`src/rtl/phase_acc_mux_if.sv`:
```
// Bus between the phase-increment stage, phase_acc_mux and the waveform stage.
// PHASE_MOD_EN adds the phase_mod input used for FM modulation/feedback.
interface phase_acc_mux_if #(
  parameter int ACC_WIDTH = 20,
  parameter int OUT_WIDTH = 10,
  parameter int OP_WIDTH  = 5
);
  logic                        sample_clk_en;
  logic [OP_WIDTH-1:0]         op_req;
  logic signed [ACC_WIDTH-1:0] phase_inc;
  logic                        key_on;
`ifdef PHASE_MOD_EN
  logic signed [OUT_WIDTH-1:0] phase_mod;
`endif
  logic [OUT_WIDTH-1:0]        phase_out;
  logic [OP_WIDTH-1:0]         phase_op;
  logic                        phase_valid;
  logic                        busy;
  logic                        overrun;

`ifdef PHASE_MOD_EN
  modport master (
    output sample_clk_en, phase_inc, key_on, phase_mod,
    input  op_req, phase_out, phase_op, phase_valid, busy, overrun
  );
  modport slave (
    input  sample_clk_en, phase_inc, key_on, phase_mod,
    output op_req, phase_out, phase_op, phase_valid, busy, overrun
  );
`else
  modport master (
    output sample_clk_en, phase_inc, key_on,
    input  op_req, phase_out, phase_op, phase_valid, busy, overrun
  );
  modport slave (
    input  sample_clk_en, phase_inc, key_on,
    output op_req, phase_out, phase_op, phase_valid, busy, overrun
  );
`endif
endinterface

```
`src/rtl/phase_acc_mux.sv`:
```
// Time-multiplexed per-slot phase accumulator with key-on phase reset.
// Optional PHASE_MOD_EN: adds phase_mod to the emitted phase (accumulator untouched).
module phase_acc_mux #(
  parameter int NUM_OPS   = 18,
  parameter int ACC_WIDTH = 20,
  parameter int OUT_WIDTH = 10,
  parameter int OP_WIDTH  = 5
) (
  input  logic            clk,
  input  logic            rst,
  phase_acc_mux_if.slave  bus
);
  localparam logic [OP_WIDTH-1:0] LAST_OP = OP_WIDTH'(NUM_OPS - 1);

  typedef enum logic [1:0] {ST_IDLE, ST_SWEEP, ST_DRAIN} state_t;

  state_t                state_q, state_d;
  logic [OP_WIDTH-1:0]   op_req_q, op_req_d;
  logic                  overrun_q, overrun_d;
  logic                  busy;

  logic                  s1_valid_q;
  logic [OP_WIDTH-1:0]   s1_op_q;

  logic [ACC_WIDTH-1:0]  acc_q [NUM_OPS];
  logic [NUM_OPS-1:0]    prev_key_q;
  logic [NUM_OPS-1:0]    wr_en;

  logic [ACC_WIDTH-1:0]  acc_rd;
  logic [ACC_WIDTH-1:0]  acc_new;
  logic                  key_edge;
  logic [OUT_WIDTH-1:0]  phase_d;

  logic [OUT_WIDTH-1:0]  phase_out_q;
  logic [OP_WIDTH-1:0]   phase_op_q;
  logic                  phase_valid_q;

  assign busy = (state_q != ST_IDLE);

  always_comb begin
    state_d   = state_q;
    op_req_d  = op_req_q;
    overrun_d = bus.sample_clk_en && busy;
    case (state_q)
      ST_IDLE: begin
        if (bus.sample_clk_en) begin
          state_d  = ST_SWEEP;
          op_req_d = '0;
        end
      end
      ST_SWEEP: begin
        if (op_req_q == LAST_OP) begin
          state_d = ST_DRAIN;
        end else begin
          op_req_d = op_req_q + 1'b1;
        end
      end
      // The last slot is written in the single DRAIN cycle, so leave immediately.
      ST_DRAIN: state_d = ST_IDLE;
      default:  state_d = ST_IDLE;
    endcase
  end

  always_ff @(posedge clk) begin
    if (rst) begin
      state_q   <= ST_IDLE;
      op_req_q  <= '0;
      overrun_q <= 1'b0;
    end else begin
      state_q   <= state_d;
      op_req_q  <= op_req_d;
      overrun_q <= overrun_d;
    end
  end

  // Read-modify-write of the slot whose upstream data arrives this cycle.
  assign acc_rd   = acc_q[s1_op_q];
  assign key_edge = bus.key_on && !prev_key_q[s1_op_q];
  assign acc_new  = key_edge ? '0 : (acc_rd + $unsigned(bus.phase_inc));

`ifdef PHASE_MOD_EN
  assign phase_d = key_edge ? $unsigned(bus.phase_mod)
                            : (acc_new[ACC_WIDTH-1 -: OUT_WIDTH] + $unsigned(bus.phase_mod));
`else
  assign phase_d = acc_new[ACC_WIDTH-1 -: OUT_WIDTH];
`endif

  for (genvar gi = 0; gi < NUM_OPS; gi++) begin : g_wr_en
    assign wr_en[gi] = s1_valid_q && (s1_op_q == OP_WIDTH'(gi));
  end

  always_ff @(posedge clk) begin
    if (rst) begin
      for (int i = 0; i < NUM_OPS; i++) begin
        acc_q[i]      <= '0;
        prev_key_q[i] <= 1'b0;
      end
    end else begin
      for (int i = 0; i < NUM_OPS; i++) begin
        if (wr_en[i]) begin
          acc_q[i]      <= acc_new;
          prev_key_q[i] <= bus.key_on;
        end
      end
    end
  end

  always_ff @(posedge clk) begin
    if (rst) begin
      s1_valid_q    <= 1'b0;
      s1_op_q       <= '0;
      phase_valid_q <= 1'b0;
      phase_out_q   <= '0;
      phase_op_q    <= '0;
    end else begin
      s1_valid_q    <= (state_q == ST_SWEEP);
      s1_op_q       <= op_req_q;
      phase_valid_q <= s1_valid_q;
      if (s1_valid_q) begin
        phase_out_q <= phase_d;
        phase_op_q  <= s1_op_q;
      end
    end
  end

  assign bus.op_req      = op_req_q;
  assign bus.phase_out   = phase_out_q;
  assign bus.phase_op    = phase_op_q;
  assign bus.phase_valid = phase_valid_q;
  assign bus.busy        = busy;
  assign bus.overrun     = overrun_q;
endmodule

```
`src/flat_wrapper.sv`:
```
// flat-port wrapper written by rule: the top's interface ports become plain ports
module phase_acc_mux_flat 
#(
  parameter int NUM_OPS   = 18,
  parameter int ACC_WIDTH = 20,
  parameter int OUT_WIDTH = 10,
  parameter int OP_WIDTH  = 5
)
  (clk, rst, bus_sample_clk_en, bus_phase_inc, bus_key_on, bus_op_req, bus_phase_out, bus_phase_op, bus_phase_valid, bus_busy, bus_overrun);
  phase_acc_mux_if #(.ACC_WIDTH(ACC_WIDTH), .OUT_WIDTH(OUT_WIDTH), .OP_WIDTH(OP_WIDTH)) bus_i ();
  input  logic clk;
  input  logic rst;
  input wire logic [$bits(bus_i.sample_clk_en)-1:0] bus_sample_clk_en;
  input wire logic [$bits(bus_i.phase_inc)-1:0] bus_phase_inc;
  input wire logic [$bits(bus_i.key_on)-1:0] bus_key_on;
  output wire logic [$bits(bus_i.op_req)-1:0] bus_op_req;
  output wire logic [$bits(bus_i.phase_out)-1:0] bus_phase_out;
  output wire logic [$bits(bus_i.phase_op)-1:0] bus_phase_op;
  output wire logic [$bits(bus_i.phase_valid)-1:0] bus_phase_valid;
  output wire logic [$bits(bus_i.busy)-1:0] bus_busy;
  output wire logic [$bits(bus_i.overrun)-1:0] bus_overrun;
  assign bus_i.sample_clk_en = bus_sample_clk_en;
  assign bus_i.phase_inc = bus_phase_inc;
  assign bus_i.key_on = bus_key_on;
  assign bus_op_req = bus_i.op_req;
  assign bus_phase_out = bus_i.phase_out;
  assign bus_phase_op = bus_i.phase_op;
  assign bus_phase_valid = bus_i.phase_valid;
  assign bus_busy = bus_i.busy;
  assign bus_overrun = bus_i.overrun;
  phase_acc_mux #(.NUM_OPS(NUM_OPS), .ACC_WIDTH(ACC_WIDTH), .OUT_WIDTH(OUT_WIDTH), .OP_WIDTH(OP_WIDTH)) u_core (.clk(clk), .rst(rst), .bus(bus_i));
endmodule
```
`config.mk`:
```
export PLATFORM = sky130hd
export DESIGN_NAME = phase_acc_mux_flat
export DESIGN_NICKNAME = d
export VERILOG_FILES = /design/src/rtl/phase_acc_mux_if.sv /design/src/rtl/phase_acc_mux.sv /design/src/flat_wrapper.sv
export SDC_FILE = /design/constraint.sdc
export NUM_CORES = 1
export LEC_CHECK = 0
export ABC_AREA = 0
export CAP_MARGIN = 25
export CORE_MARGIN = 3
export CORE_UTILIZATION = 61
export CTS_CLUSTER_SIZE = 24
export DETAILED_ROUTE_END_ITERATION = 10
export PLACE_DENSITY = 0.82
export SLEW_MARGIN = 30
export SYNTH_ARGS = -nofsm -noshare
export SYNTH_HDL_FRONTEND = slang
export SYNTH_SLANG_ARGS = --single-unit
```
`constraint.sdc`:
```
create_clock -name clk -period 11 [get_ports clk]
set_clock_uncertainty 0.2 [all_clocks]
set_input_delay 1.65 -clock clk [delete_from_list [all_inputs] [get_ports clk]]
set_output_delay 1.65 -clock clk [all_outputs]
set_load 0.01 [all_outputs]
```
# Word-level counts from Yosys, hierarchy flattened
# Memory sizes are Yosys's and may differ from the RTL's. A register that Yosys moved wholly into a read port is not among the register bits.
# Index checks and enable logic that the tools add are counted.
# Widths: inputs -> output; s select.
# classes
add_sub_neg	2
mul	0
div_mod_pow	0
n_lt_le_gt_ge	1
n_eq_ne	22
n_shift	0
n_mux	84
bitwise	18
reduce_logical	27
# ops
op	count
$mux 20	19
$mux 1	57
$eq 5x4->1 const B	8
$add 20x20->20	1
$eq 5x3->1 const B	4
$logic_and 1x1->1	20
$or 1x1->1	18
$eq 5x5->1 const B	3
$mux 5	3
$eq 5x2->1 const B	2
$pmux 5 s2	1
$lt 5x6->1 const B	1
$add 5x1->5 const B	1
$bmux 1 s5	1
$eq 5x1->1 const B	1
$logic_not 5->1	1
$mux 2	2
$ne 2x2->1 const B	2
$pmux 2 s2	1
$reduce_bool 2->1	2
$reduce_and 3->1	1
$eq 2x1->1 const B	1
$logic_not 2->1	1
$ne 2x1->1 const B	1
2 further kinds	2
# word_totals
ff_bits	48
latchBits	0
ram_bits	360
romBits	0
inputBits	24
output_inout_bits	23
word_cells	181
n_memories	1
# mem_list
memory	depth	width	read_ports	rd_clocked_by_memory_dff	write_ports	line_no	text
u_core.acc_q	18	20	1	1	18	phase_acc_mux.sv:25	logic [ACC_WIDTH-1:0] acc_q [NUM_OPS];

# Longest topological paths before layout
# depth
ltp_word	6
mapped_depth	17
ltp_nobuf	13

# Least setup slack after synthesis
# No wires, ideal clock.
# synth_timing
path_type	register -> register
from	register u_core.s1_op_q[0]
to	memory u_core.acc_q[10][16] (data pin)
setup_time_ns	0.265
arrival_time_ns	4.593
t_required_ns	10.535
slack_ns	5.942
path_stages_with_launch	18
path_cell_list	dfxtp_1 > buf_2 > buf_2 > buf_1 > mux4_2 > mux4_2 > nor2_1 > a21oi_1 > ha_1 > clkbuf_1 > and2_1 > and3_1 > a221oi_1 > o21ai_1 > a31oi_1 > xor2_1 > buf_2 > nor2_1
# synth_rtl
element	line_no	text
start, declared	phase_acc_mux.sv:23	logic [OP_WIDTH-1:0] s1_op_q;
start signal, assigned	phase_acc_mux.sv:117	s1_op_q <= op_req_q;
end, declared	phase_acc_mux.sv:25	

==> impl_metrics.json <==
{
  "synthArstFlopShare_pct": 0,
  "ir_worst_vdd_mv": 0.1024,
  "num_antenna_cells": 0,
  "min_period_ns": 5.905,
  "status": "finished clean",
  "cts_tree": "yes",
  "critPathLaunch": "u_core.s1_op_q[0]",
  "avgRoutedWirePerCell_um": 26.62,
  "crit_slowest_cell": "dfxtp_4",
  "cts.sinks": 408,
  "hold_viol_final": 0,
  "dp_hpwl_mm": 28.37,
  "finalCritPeriodShare_pct": 53.69,
  "ys_seq_area_share_pct": 63.86,
  "timing.fmax_mhz": 169.3,
  "pin_count": 47,
  "critPathRequiredTime_ns": 11.03,
  "syn_area_per_cell_um2": 13.54,
  "drive_gt1_share_pct": 16.99,
  "hp-class": "reg -> reg",
  "ys_ff_latch": 408,
  "worstSetupEndpointType": "flop",
  "cts.clk_slew.worst_paths_ns": 0.07,
  "synth_area_leaders": "edfxtp_1 59%, mux4_2 12%, nor2_1 8.2%, dfxtp_1 5.2%, mux2i_1 1.6%",
  "reg2regPathDepth": 14,
  "rsz0062_at_grt": "no",
  "drcViolationCount": 0,
  "clkLatencyLatePin_ns": 0.53,
  "crit_chain": "buf_4 > buf_16 > mux4_2 > mux4_2 > nor2_1 > a21oi_1 > ha_1 > and2_1 > and3_1 > a221oi_1 > o21ai_1 > a211oi_2 > xor2_2 > nor2_1",
  "path_buf_inv": 2,
  "layout_commonest_cell": "nor2_1",
  "whs_path_depth": 2,
  "cts_buffers": 39,
  "post_cts_resized": 0,
  "dieArea_mm2": 0.03234,
  "final_cell_mix": "401 x nor2_1, 360 x edfxtp_1, 102 x mux4_2",
  "crit_path_max_incr_delay_ns": 0.87,
  "use_met2_pct": 48.70,
  "vias": 12350,
  "initial_core_util_pct": 62.03,
  "slew_viol_final": 0,
  "globalRouteMet1Util_pct": 39.72,
  "via_per_inst": 6.807,
  "synthFlopType": "edfxtp_1",
  "dr.pass1.iters": 6,
  "root_buffer": "clkbuf_16",
  "utilization_pct": 69.39,
  "power.leakage_nw": 7.147,
  "r2r_slack_ns": 5.09,
  "r2r_end": "u_core.acc_q[15][18]",
  "clockBufferDepth": 3,
  "crit_end": "u_core.acc_q[15][18]",
  "synth_top_area_share_pct": 58.64,
  "htree_levels": 2,
  "synth.distinct_cells": 63,
  "cp_max_fo": 40,
  "netlist_area_mm2": 0.01843,
  "synth_edf_count": 360,
  "busiest_layer": "met2",
  "yosys.area.top_type": "edfxtp_1",
  "setup_violations": 0,
  "fin_nets": 1441,
  "fillCellCount": 1824,
  "grt_util_all_layers_pct": 29.65,
  "drv_cap": 0,
  "syn2layout_area_growth_pct": 11.86,
  "hold_start": "u_core.prev_key_q[6]",
  "crit_family": "multiplexers",
  "grt_max_degree": 67,
  "synthCells": 1361,
  "fp.dieW_um": 179.8,
  "syn_nets": 1407,
  "r2r_start": "u_core.s1_op_q[0]",
  "antenna_found_initial": 4,
  "coreArea_mm2": 0.02972,
  "wirelength_mm": 48.28,
  "crit_arrival_ns": 5.94,
  "portBuffers": 46,
  "use_met3_pct": 6.920,
  "pwr_density_cell_mw_per_mm2": 170.3,
  "fp-row-count": 63,
  "grt_pass1_wl_mm": 73.51,
  "cp.depth": 14,
  "tightest_slew_ns": 1.002,
  "globalRoute.totalOverflow": 0,
  "postCtsHoldBufs": 0,
  "setup_tns_ns": 0,
  "start_kind": "flop",
  "gp_congestion": 0.9317,
  "cts_setup_buffers": 0,
  "ys_warn_count": 0,
  "dr.first_iter.drc_count": 1809,
  "path_class": "reg -> reg",
  "fp.dieH_um": 179.8,
  "drtAntennaViolNets": 0,
  "grt_pass1_vias": 12220,
  "maxSlewHeadroom_pct": 33.20
}
[sequential cells by signal, summed over array words and instances, names as in the netlist]
register	count
u_core.bus.phase_op	5
u_core.bus.op_req	5
u_core.bus.phase_out	10
u_core.s1_op_q	5
u_core.bus.phase_valid	1
u_core.bus.overrun	1
u_core.acc_q	360
u_core.state_q	2
u_core.prev_key_q	18
u_core.s1_valid_q	1
[report_power, final]
group	switching (W)	total (W)	internal (W)
Sequential	0.0000213	0.00175	0.00173
Clock	0.000575	0.00141	0.000835
Combinational	0.000242	0.000348	0.000107
Total	0.000838	0.00351	0.00267
[through the flow]
step / std cells / power [W] / hold WS [ns] / area, um2 / worst slack [ns]
CTS: 1813 / 0.003497 / 0.2569 / 20590 / 4.909
global placement: 1743 / 0.002102 / 0.2406 / 19230 / 5.208
floorplan: 1361 / 0.002000 / 0.2331 / 18430 / 5.942
global route: 1814 / 0.003587 / 0.2814 / 20620 / 4.652
finish: 1814 / 0.003511 / 0.2614 / 20620 / 5.095
detailed placement: 1743 / 0.002116 / 0.2484 / 19260 / 4.951
[worst reg2reg max path, delay by kind of cell (launching register included)]
family,cells,cell delay (ns)
xor+xnor,1,0.71
flops,1,0.87
compound gates,4,0.87
simple gates,4,0.75
fa+ha+maj,1,0.42
mux,2,1.03
buf+inv,2,0.77
[Yosys cell counts (all sizes together), types with 5 or more instances]
cell	number
a211oi	5
a21o	6
a21oi	53
buf	43
clkbuf	37
dfxtp	48
edfxtp	360
ha	21
inv	13
mux2i	29
mux4	105
nand2	72
nand2b	19
nand3	35
nor2	412
nor2b	10
nor3	6
o21ai	17
o32ai	5
or2	6
xnor2	6
xor2	13
[metal layers]
metal  vias up  part of all wire [%]
met1      6060                    34
li1       5070                     -
met5         -                  0.12
met4         8                   3.4
met2      1035                    49
met3       175                    13
[cell families after synthesis]
kind of cell,count (synthesis),synth area share (%)
flops,408,63.86
xor+xnor,19,0.9842
buf+inv,94,2.226
mux,135,14.53
fa+ha+maj,22,1.534
simple gates,575,13.22
compound gates,108,3.658
[worst min path at each step]
stage	to	slack [ns]
global placement	u_core.prev_key_q[6]	0.24
finish	u_core.prev_key_q[6]	0.26
detailed placement	u_core.prev_key_q[6]	0.25
CTS	u_core.prev_key_q[6]	0.26
global route	u_core.bus.phase_out[1]	0.28
floorplan	u_core.prev_key_q[10]	0.23
[layout make-up]
cell class / count / area (um2) / area share (%)
clock inverter: 20 / 250.2 / 1.214
inverter: 14 / 52.55 / 0.2548
clock buffer: 50 / 1080 / 5.236
multi-input combinational: 859 / 6292 / 30.51
sequential: 408 / 11780 / 57.13
tap: 390 / 488.0 / 2.366
timing repair buffer: 73 / 678.2 / 3.289
No activity file was read; power rests on OpenSTA's default activity.
